===== config.mk =====
export PLATFORM = sky130hd
export DESIGN_NAME = alu_frame_sequencer_flat
export DESIGN_NICKNAME = d
export VERILOG_FILES = /design/src/rtl/alu_frame_sequencer_if.sv /design/src/rtl/alu_frame_sequencer.sv /design/src/flat_wrapper.sv
export SDC_FILE = /design/constraint.sdc
export NUM_CORES = 1
export LEC_CHECK = 0
export ABC_CLOCK_PERIOD_IN_PS = 5900
export CAP_MARGIN = 15
export CORE_UTILIZATION = 40
export CTS_BUF_LIST = sky130_fd_sc_hd__clkbuf_8
export DETAILED_ROUTE_END_ITERATION = 12
export DONT_BUFFER_PORTS = 1
export SYNTH_ARGS = -nofsm -noshare
export SYNTH_HDL_FRONTEND = slang
export SYNTH_SLANG_ARGS = --single-unit

===== constraint.sdc =====
create_clock -name i_clk -period 5.9 [get_ports i_clk]
set_input_delay 0.295 -clock i_clk [delete_from_list [all_inputs] [get_ports i_clk]]
set_output_delay 0.295 -clock i_clk [all_outputs]
set_load 0.005 [all_outputs]

===== src/rtl/alu_frame_sequencer_if.sv =====
// UART byte handshake between the frame sequencer and the UART pair.
// slave is the sequencer side, master is the UART side.
interface alu_frame_sequencer_if;
  logic [7:0] i_rx_data;
  logic       i_rx_valid;
  logic       i_tx_done;
  logic [7:0] o_tx_data;
  logic       o_tx_start;

  modport slave (
    input  i_rx_data,
    input  i_rx_valid,
    input  i_tx_done,
    output o_tx_data,
    output o_tx_start
  );

  modport master (
    output i_rx_data,
    output i_rx_valid,
    output i_tx_done,
    input  o_tx_data,
    input  o_tx_start
  );
endinterface


===== src/rtl/alu_frame_sequencer.sv =====
// Byte-stream front end for the ALU: 10-byte command frame in,
// 5-byte response frame (result MSB first, zero flag) out.
module alu_frame_sequencer #(
  parameter int BITS_SIZE      = 32,
  parameter int BITS_SHAMT     = 5,
  parameter int BITS_OP        = 6,
  parameter int TIMEOUT_CYCLES = 100000
) (
  input  logic                  i_clk,
  input  logic                  i_reset,
  alu_frame_sequencer_if.slave  uart,
  output logic [BITS_SIZE-1:0]  o_data_a,
  output logic [BITS_SIZE-1:0]  o_data_b,
  output logic [BITS_SHAMT-1:0] o_alu_shamt,
  output logic                  o_flag_shamt,
  output logic [BITS_OP-1:0]    o_op,
  input  logic [BITS_SIZE-1:0]  i_alu_result,
  input  logic                  i_alu_zero,
  output logic                  o_busy,
  output logic                  o_rx_overrun,
  output logic                  o_frame_error
);

  localparam logic [1:0] RECV    = 2'd0;
  localparam logic [1:0] EXEC    = 2'd1;
  localparam logic [1:0] SEND    = 2'd2;
  localparam logic [1:0] WAIT_TX = 2'd3;

  localparam int TW =
    (TIMEOUT_CYCLES > 2) ? $clog2(TIMEOUT_CYCLES) : 1;
  localparam logic [TW-1:0] TO_LAST =
    TW'((TIMEOUT_CYCLES > 0) ? TIMEOUT_CYCLES - 1 : 0);

  logic [1:0]           state;
  logic [3:0]           byte_cnt;
  logic [2:0]           tx_idx;
  logic [TW-1:0]        to_cnt;
  logic [BITS_SIZE-1:0] result_reg;
  logic                 zero_reg;
  logic [7:0]           rx;
  logic                 take;
  logic [7:0]           tx_byte;

  assign rx   = uart.i_rx_data;
  assign take = uart.i_rx_valid && (state == RECV);

  // Operand registers: each accepted byte lands in its frame slot.
  always_ff @(posedge i_clk) begin
    if (!i_reset) begin
      o_data_a     <= '0;
      o_data_b     <= '0;
      o_op         <= '0;
      o_flag_shamt <= 1'b0;
      o_alu_shamt  <= '0;
    end else if (take) begin
      case (byte_cnt)
        4'd0: o_data_a[31:24] <= rx;
        4'd1: o_data_a[23:16] <= rx;
        4'd2: o_data_a[15:8]  <= rx;
        4'd3: o_data_a[7:0]   <= rx;
        4'd4: o_data_b[31:24] <= rx;
        4'd5: o_data_b[23:16] <= rx;
        4'd6: o_data_b[15:8]  <= rx;
        4'd7: o_data_b[7:0]   <= rx;
        4'd8: begin
          o_op         <= rx[BITS_OP-1:0];
          o_flag_shamt <= rx[7];
        end
        4'd9: o_alu_shamt <= rx[BITS_SHAMT-1:0];
        default: ;
      endcase
    end
  end

  // Frame FSM: receive, one settle cycle, then byte-wise response.
  always_ff @(posedge i_clk) begin
    if (!i_reset) begin
      state         <= RECV;
      byte_cnt      <= '0;
      tx_idx        <= '0;
      to_cnt        <= '0;
      result_reg    <= '0;
      zero_reg      <= 1'b0;
      o_rx_overrun  <= 1'b0;
      o_frame_error <= 1'b0;
    end else begin
      o_frame_error <= 1'b0;
      if (uart.i_rx_valid && state != RECV)
        o_rx_overrun <= 1'b1;
      case (state)
        RECV: begin
          if (uart.i_rx_valid) begin
            to_cnt <= '0;
            if (byte_cnt == 4'd9) begin
              byte_cnt <= '0;
              state    <= EXEC;
            end else begin
              byte_cnt <= byte_cnt + 4'd1;
            end
          end else if (byte_cnt != 4'd0
                       && TIMEOUT_CYCLES != 0) begin
            if (to_cnt == TO_LAST) begin
              byte_cnt      <= '0;
              to_cnt        <= '0;
              o_frame_error <= 1'b1;
            end else begin
              to_cnt <= to_cnt + 1'b1;
            end
          end
        end
        EXEC: begin
          result_reg <= i_alu_result;
          zero_reg   <= i_alu_zero;
          tx_idx     <= '0;
          state      <= SEND;
        end
        SEND: state <= WAIT_TX;
        WAIT_TX: begin
          if (uart.i_tx_done) begin
            if (tx_idx == 3'd4) begin
              state <= RECV;
            end else begin
              tx_idx <= tx_idx + 3'd1;
              state  <= SEND;
            end
          end
        end
        default: state <= RECV;
      endcase
    end
  end

  // Response byte select: result MSB first, then zero flag.
  always_comb begin
    tx_byte = 8'h00;
    case (tx_idx)
      3'd0: tx_byte = result_reg[31:24];
      3'd1: tx_byte = result_reg[23:16];
      3'd2: tx_byte = result_reg[15:8];
      3'd3: tx_byte = result_reg[7:0];
      3'd4: tx_byte = {7'b0, zero_reg};
      default: tx_byte = 8'h00;
    endcase
  end

  assign uart.o_tx_data =
    (state == SEND || state == WAIT_TX) ? tx_byte : 8'h00;
  assign uart.o_tx_start = (state == SEND);
  assign o_busy = (state != RECV);

endmodule


===== src/flat_wrapper.sv =====
// flat-port wrapper written by rule: the top's interface ports become plain ports
module alu_frame_sequencer_flat 
#(
  parameter int BITS_SIZE      = 32,
  parameter int BITS_SHAMT     = 5,
  parameter int BITS_OP        = 6,
  parameter int TIMEOUT_CYCLES = 100000
)
  (i_clk, i_reset, o_data_a, o_data_b, o_alu_shamt, o_flag_shamt, o_op, i_alu_result, i_alu_zero, o_busy, o_rx_overrun, o_frame_error, uart_i_rx_data, uart_i_rx_valid, uart_i_tx_done, uart_o_tx_data, uart_o_tx_start);
  alu_frame_sequencer_if uart_i ();
  input  logic i_clk;
  input  logic i_reset;
  output logic [BITS_SIZE-1:0] o_data_a;
  output logic [BITS_SIZE-1:0] o_data_b;
  output logic [BITS_SHAMT-1:0] o_alu_shamt;
  output logic o_flag_shamt;
  output logic [BITS_OP-1:0] o_op;
  input  logic [BITS_SIZE-1:0] i_alu_result;
  input  logic i_alu_zero;
  output logic o_busy;
  output logic o_rx_overrun;
  output logic o_frame_error;
  input wire logic [$bits(uart_i.i_rx_data)-1:0] uart_i_rx_data;
  input wire logic [$bits(uart_i.i_rx_valid)-1:0] uart_i_rx_valid;
  input wire logic [$bits(uart_i.i_tx_done)-1:0] uart_i_tx_done;
  output wire logic [$bits(uart_i.o_tx_data)-1:0] uart_o_tx_data;
  output wire logic [$bits(uart_i.o_tx_start)-1:0] uart_o_tx_start;
  assign uart_i.i_rx_data = uart_i_rx_data;
  assign uart_i.i_rx_valid = uart_i_rx_valid;
  assign uart_i.i_tx_done = uart_i_tx_done;
  assign uart_o_tx_data = uart_i.o_tx_data;
  assign uart_o_tx_start = uart_i.o_tx_start;
  alu_frame_sequencer #(.BITS_SIZE(BITS_SIZE), .BITS_SHAMT(BITS_SHAMT), .BITS_OP(BITS_OP), .TIMEOUT_CYCLES(TIMEOUT_CYCLES)) u_core (.i_clk(i_clk), .i_reset(i_reset), .uart(uart_i), .o_data_a(o_data_a), .o_data_b(o_data_b), .o_alu_shamt(o_alu_shamt), .o_flag_shamt(o_flag_shamt), .o_op(o_op), .i_alu_result(i_alu_result), .i_alu_zero(i_alu_zero), .o_busy(o_busy), .o_rx_overrun(o_rx_overrun), .o_frame_error(o_frame_error));
endmodule

### Word-level counts from Yosys, hierarchy flattened

Cells that the tools add are included.

* register bits after elaboration: 137
* input port bits: 45
* output and inout bits: 88
* logic and storage cells: 90

* add/sub/neg operators: 3
* equality and inequality tests: 21
* multiplexer cells: 18
* bitwise operators: 3
* reduce and logical (&&, ||, !) cells: 26

Operators with widths (count)
* 2-to-1 mux 17 bit: 3
* case mux 8 bit (5 select lines): 1
* AND reduction 2 bit: 11
* adder 17 x 1 -> 17 bit (second input constant): 1
* == test 17 bit (second input constant): 1
* == test 4 x 3 -> 1 bit (second input constant): 4
* 2-to-1 mux 4 bit: 4
* AND reduction 3 bit: 3
* == test 4 x 2 -> 1 bit (second input constant): 2
* == test 4 bit (second input constant): 2
* 2-to-1 mux 2 bit: 4
* 2-to-1 mux 8 bit: 1
* != test 2 bit (second input constant): 4
* case mux 2 bit (4 select lines): 1
* nonzero test 2 bit: 4
* == test 3 x 2 -> 1 bit (second input constant): 2
* 2-to-1 mux 3 bit: 2
* case mux 3 bit (2 select lines): 1
* adder 4 x 1 -> 4 bit (second input constant): 1
* == test 2 bit (second input constant): 2
* == test 4 x 1 -> 1 bit (second input constant): 1
* zero test 4 bit: 1
* nonzero test 4 bit: 1
* OR reduction 4 bit: 1
* other kinds (10): 13

### Longest topological paths before layout

* word-level depth: 4
* gate-level depth with buffers: 7
* mapped depth without buffers: 7

### Worst setup path before layout

No wires, ideal clock.

* path type: reg-to-output
* start: register u_core.tx_idx[2]
* end: output port uart_o_tx_data[0]
* arrival time: 1767 ps
* required time: 5605 ps
* slack: 3838 ps
* cell stages (with the launch flop): 7
* buffers on the path: 2
* path through: dfxtp_1 clkbuf_1 inv_1 ha_1 clkbuf_1 o31ai_1 nor2_1

* word-level cells in the longest chain between the ends: 3

RTL lines
* start, declared: RTL line alu_frame_sequencer.sv:36 `logic [2:0] tx_idx;`
* start signal, assigned: RTL line alu_frame_sequencer.sv:123 `tx_idx <= tx_idx + 3'd1;`
* == test 3 bit, or another cell as far along: RTL line alu_frame_sequencer.sv:136 `case (tx_idx)`
* case mux 8 bit (5 select lines) *: RTL line alu_frame_sequencer.sv:136
* 2-to-1 mux 8 bit *: RTL line alu_frame_sequencer.sv:147 `(state == SEND || state == WAIT_TX) ? tx_byte : 8'h00;`
* end, declared: RTL line flat_wrapper.sv:26 `output wire logic [$bits(uart_i.o_tx_data)-1:0] uart_o_tx_data;`

Every way passes the cells marked *; elsewhere a longest branch is shown, timed or not.

### Worst setup path after layout

* start: register u_core.tx_idx[2]
* end: output port uart_o_tx_data[2]

Same word-level chain as after synthesis.

==> flow_results.org <==
** Yosys
- Multiplexer share of the synthesized area :: 0.0473
- Counting flops with an async set or reset pin after synthesis yields a share of 0.
- Number of distinct library cells after synthesis :: 51
- Seq/Total Area, Yosys :: 0.463
- Count of yosys warnings during synthesis :: 0
- Each instance of the synthesized netlist takes up on average 8.59 sq um.
- In this run, synthesis inferred 0 flip-flops with an integrated enable.
- Number of instances in the synthesized netlist :: 690
- Of the total synthesized cell area, the portion taken by full adders, half adders and majority gates is 0.0127.
- The mapped netlist covers 5930 sq um.
- Simple-gate portion of the synthesized area :: 0.249
- Among all flip-flop cells after synthesis, the most frequent one is sky130_fd_sc_hd__dfxtp_1.
- Flip-flop and latch count after synthesis :: 137
- Largest family of logic cells by synthesized area :: simple AND/OR/NAND/NOR gates
- The share of the synthesized area in compound gates (AO/OA/AOI/OAI) came to 0.174.
- Post-Synth XOR/XNOR Area :: 0.0118
- Number of nets in the synthesized netlist :: 741

** Setup path
- On the worst path, the slowest cell contributes a delay of 0.77 ns.
- The worst setup path is of the reg2out kind.
- Standard cell with the maximum stage delay on the critical path :: sky130_fd_sc_hd__o31ai_1
- Worst-path maximum fanout :: 13
- The worst register-to-register path has a setup slack of 3.65 ns.
- CP Data Required Time :: 5.61 ns
- Critical Path End Type :: primary output
- Cells along the critical path :: inv_1 > ha_1 > o31ai_1 > nor2_1
- Top Family by Delay on Critical Path :: compound AO/OA/AOI/OAI gates
- Together, buffers and inverters on the worst path number 1.
- Data arrives at the worst endpoint at 2.31 ns.
- STA classifies the critical path startpoint as a flip-flop.

** Flow run
- Max-Cap Viols :: 0

** Clocking
- TritonCTS clock tree :: done
- CTS max path bufs :: 2
- TritonCTS created 17 clock buffers.
- The root buffer cell chosen for the clock tree is sky130_fd_sc_hd__clkbuf_8.
- Clock Sink Count :: 137
- The later pin in the worst-skew pair is clocked with a latency of 0.45 ns.
- Number of H-tree levels :: 4
- After clock tree synthesis, the clock-pin slew on the worst setup and hold paths is 0.07 ns.

** Routing
- Wire length per cell after detailed routing :: 17.3 microns
- For this block, wires on met1 add up to 6.76 mm.
- Violation count after the first detailed-route iteration :: 401
- For this block, the routed nets add up to 15.6 mm of wire.
- Antenna Violating Nets Remaining :: 0
- Wire segments on met3 add up to 1.21 mm in the final route.
- Routed via count :: 4868
- In the routed design, unresolved DRC markers number 0.
- Using the TritonRoute via totals, the vias-per-cell ratio works out to 5.40.
- Detailed routing placed a total of 7.44 mm of wire on met2.
- Topmost layer with routed signal wires :: met4
- The first TritonRoute pass finished after 5 iterations.

** Timing
- In the final timing run, aggregate negative setup slack is 0 ns.
- Across the routed clock network, the largest skew measured is 0.0235 ns.
- Max Fclk :: 383 MHz
- Max transition margin :: 0.307
- Post-Route Hold Slack :: 0.0271 ns
- Final period utilization :: 0.442
- Setup violations remaining at the end of the flow were counted as 0.
- The number of pins exceeding their max-slew limit in the final report came to 0.
- Final critical-path required period :: 2.61 ns
- For the pin with the worst max-slew slack, the measured transition is 1.04 ns.
- Setup repair after global routing left no endpoint under its margin.
- Count of endpoints failing hold in the final timing report :: 0

** Placed design
- Routability-driven placement finished with a final weighted congestion of 0.836.
- Detailed placement ended at an HPWL of 9.92 mm.
- Cell count after placement :: 827
- Buffers added on ports :: 0
- Once placement finished, the instance area stood at 5990 sq um.

** Global routing
- Largest net degree at the start of global routing :: 124
- Overall Global Routing Usage :: 0.209
- The first global-routing pass estimated 24.1 mm of wire.
- The number of global-route vias before repair is 4619.
- Overflow left after global routing :: 0
- Initial antenna violation count :: 0

** Floorplanning
- In this run the vertical extent of the chip is 124 microns.
- Std cell rows :: 44
- Die area :: 15300 sq um
- The core region is 14500 sq um.
- Number of top-level pins :: 133
- Initial core utilization :: 0.410
- From left edge to right edge, the die measures 124 microns.

** Layout
- Share of final-layout standard cells stronger than drive strength 1 :: 0.0655
- After filler insertion, the fill cell instance count of the layout stands at 1406.
- Antenna cell count :: 0
- Total non-filler cell area in the finished layout :: 6840 sq um
- Final cell count without fillers :: 902
- Area growth from synthesis to layout :: 15.4%
- The net count of the finished layout is 756.

** Pwr
- Pwr per Cell Area :: 269 nW/um^2
- After layout, the design draws a total of 1.84 mW.
- VDD sags by at most 0.177 mV.
- Cell leakage power :: 2.34 nW

** Status
- The run finished with clean final reports.

** Hold path
- Path class of the lowest-slack min-delay path :: in2reg
==> timing repair <==
item	in CTS	in global routing
endpoints found under the setup margin	0	0
buffers inserted	0	0
hold buffers	41	2
hold endpoints to repair	123	2
resized for setup	0	0
==> cells by family (layout without fill, tap and decap cells) <==
logic type,Yosys count,in the layout
flops,137,137
fa+ha+maj,6,6
buf+inv,62,90
mux,28,28
xor+xnor,8,8
simple gates,311,311
compound gates,138,138
==> metal layers <==
| metal | up-vias | track usage |
|---|---|---|
| met3 | 11 | 0.0792 |
| li1 | 2414 | - |
| met5 | - | 0 |
| met2 | 133 | 0.343 |
| met4 | 0 | 0.0821 |
| met1 | 2310 | 0.246 |
==> metrics by stage <==
stage,util,setup WS (ns)
floorplan,-,3.84
global route,0.473,3.08
CTS,0.471,3.28
detailed placement,0.413,3.70
global placement,0.413,3.75
finish,0.473,3.29
==> path summary, 6_finish.rpt <==
check                           cells past startpoint                   end                 start
worst max register to register                      6      u_core.to_cnt[9]      u_core.to_cnt[1]
worst min register to register                      2  u_core.result_reg[6]  u_core.result_reg[6]
worst min-delay path                                2       u_core.zero_reg            i_alu_zero
worst max-delay path                                4     uart_o_tx_data[2]      u_core.tx_idx[2]
==> placed cells by master, fill, tap and decap left out, types with 7 or more instances in the layout <==
cell type	count
sky130_fd_sc_hd__nand2_1	144
sky130_fd_sc_hd__dfxtp_1	137
sky130_fd_sc_hd__a21boi_0	88
sky130_fd_sc_hd__nand3_1	58
sky130_fd_sc_hd__dlygate4sd3_1	42
sky130_fd_sc_hd__nor2_1	38
sky130_fd_sc_hd__nor2b_1	32
sky130_fd_sc_hd__mux2i_1	28
sky130_fd_sc_hd__clkbuf_8	17
sky130_fd_sc_hd__a21oi_1	14
sky130_fd_sc_hd__inv_1	10
sky130_fd_sc_hd__a222oi_1	8
sky130_fd_sc_hd__xnor2_1	8
sky130_fd_sc_hd__o21ai_0	7
sky130_fd_sc_hd__nand4_1	7
==> area by class of cell <==
type,instances,area [sq um],share of cell area
clock buffers,17,234,0.0342
clock inverters,15,174,0.0254
inverters,9,33.8,0.00494
multi-input cells,491,2940,0.429
flip-flops and latches,137,2740,0.401
well taps,184,230,0.0336
repair buffers,49,493,0.0720
==> synthesized netlist by cell type, types with 2 or more instances <==
cell type	number	area (sq um)
sky130_fd_sc_hd__o22ai_1	2	12.5
sky130_fd_sc_hd__nor4_1	6	37.5
sky130_fd_sc_hd__dfxtp_1	137	2740
sky130_fd_sc_hd__a21boi_0	88	661
sky130_fd_sc_hd__nand4_1	7	43.8
sky130_fd_sc_hd__and4b_1	2	20.0
sky130_fd_sc_hd__nor2b_1	33	206
sky130_fd_sc_hd__mux2i_1	28	280
sky130_fd_sc_hd__nand3_1	58	290
sky130_fd_sc_hd__o31ai_1	2	15.0
sky130_fd_sc_hd__clkbuf_1	45	169
sky130_fd_sc_hd__and2_1	2	12.5
sky130_fd_sc_hd__buf_2	5	25.0
sky130_fd_sc_hd__a21oi_1	14	70.1
sky130_fd_sc_hd__buf_6	2	22.5
sky130_fd_sc_hd__xnor2_1	8	70.1
sky130_fd_sc_hd__nor2_1	38	143
sky130_fd_sc_hd__o21ai_0	7	35.0
sky130_fd_sc_hd__nand4b_1	2	17.5
sky130_fd_sc_hd__a222oi_1	8	80.1
sky130_fd_sc_hd__inv_1	9	33.8
sky130_fd_sc_hd__or3_1	3	18.8
sky130_fd_sc_hd__a21o_1	2	15.0
sky130_fd_sc_hd__o221a_2	2	22.5
sky130_fd_sc_hd__and4_1	2	17.5
sky130_fd_sc_hd__ha_1	6	75.1
sky130_fd_sc_hd__and3_1	4	25.0
sky130_fd_sc_hd__o211a_1	2	20.0
sky130_fd_sc_hd__nand2_1	144	541
==> power by group <==
group,internal [mW],total [mW],switching (mW)
Clock,0.418,0.791,0.373
Combinational,0.0461,0.107,0.0613
Sequential,0.934,0.945,0.0112
(Power assumes the default switching activity.)
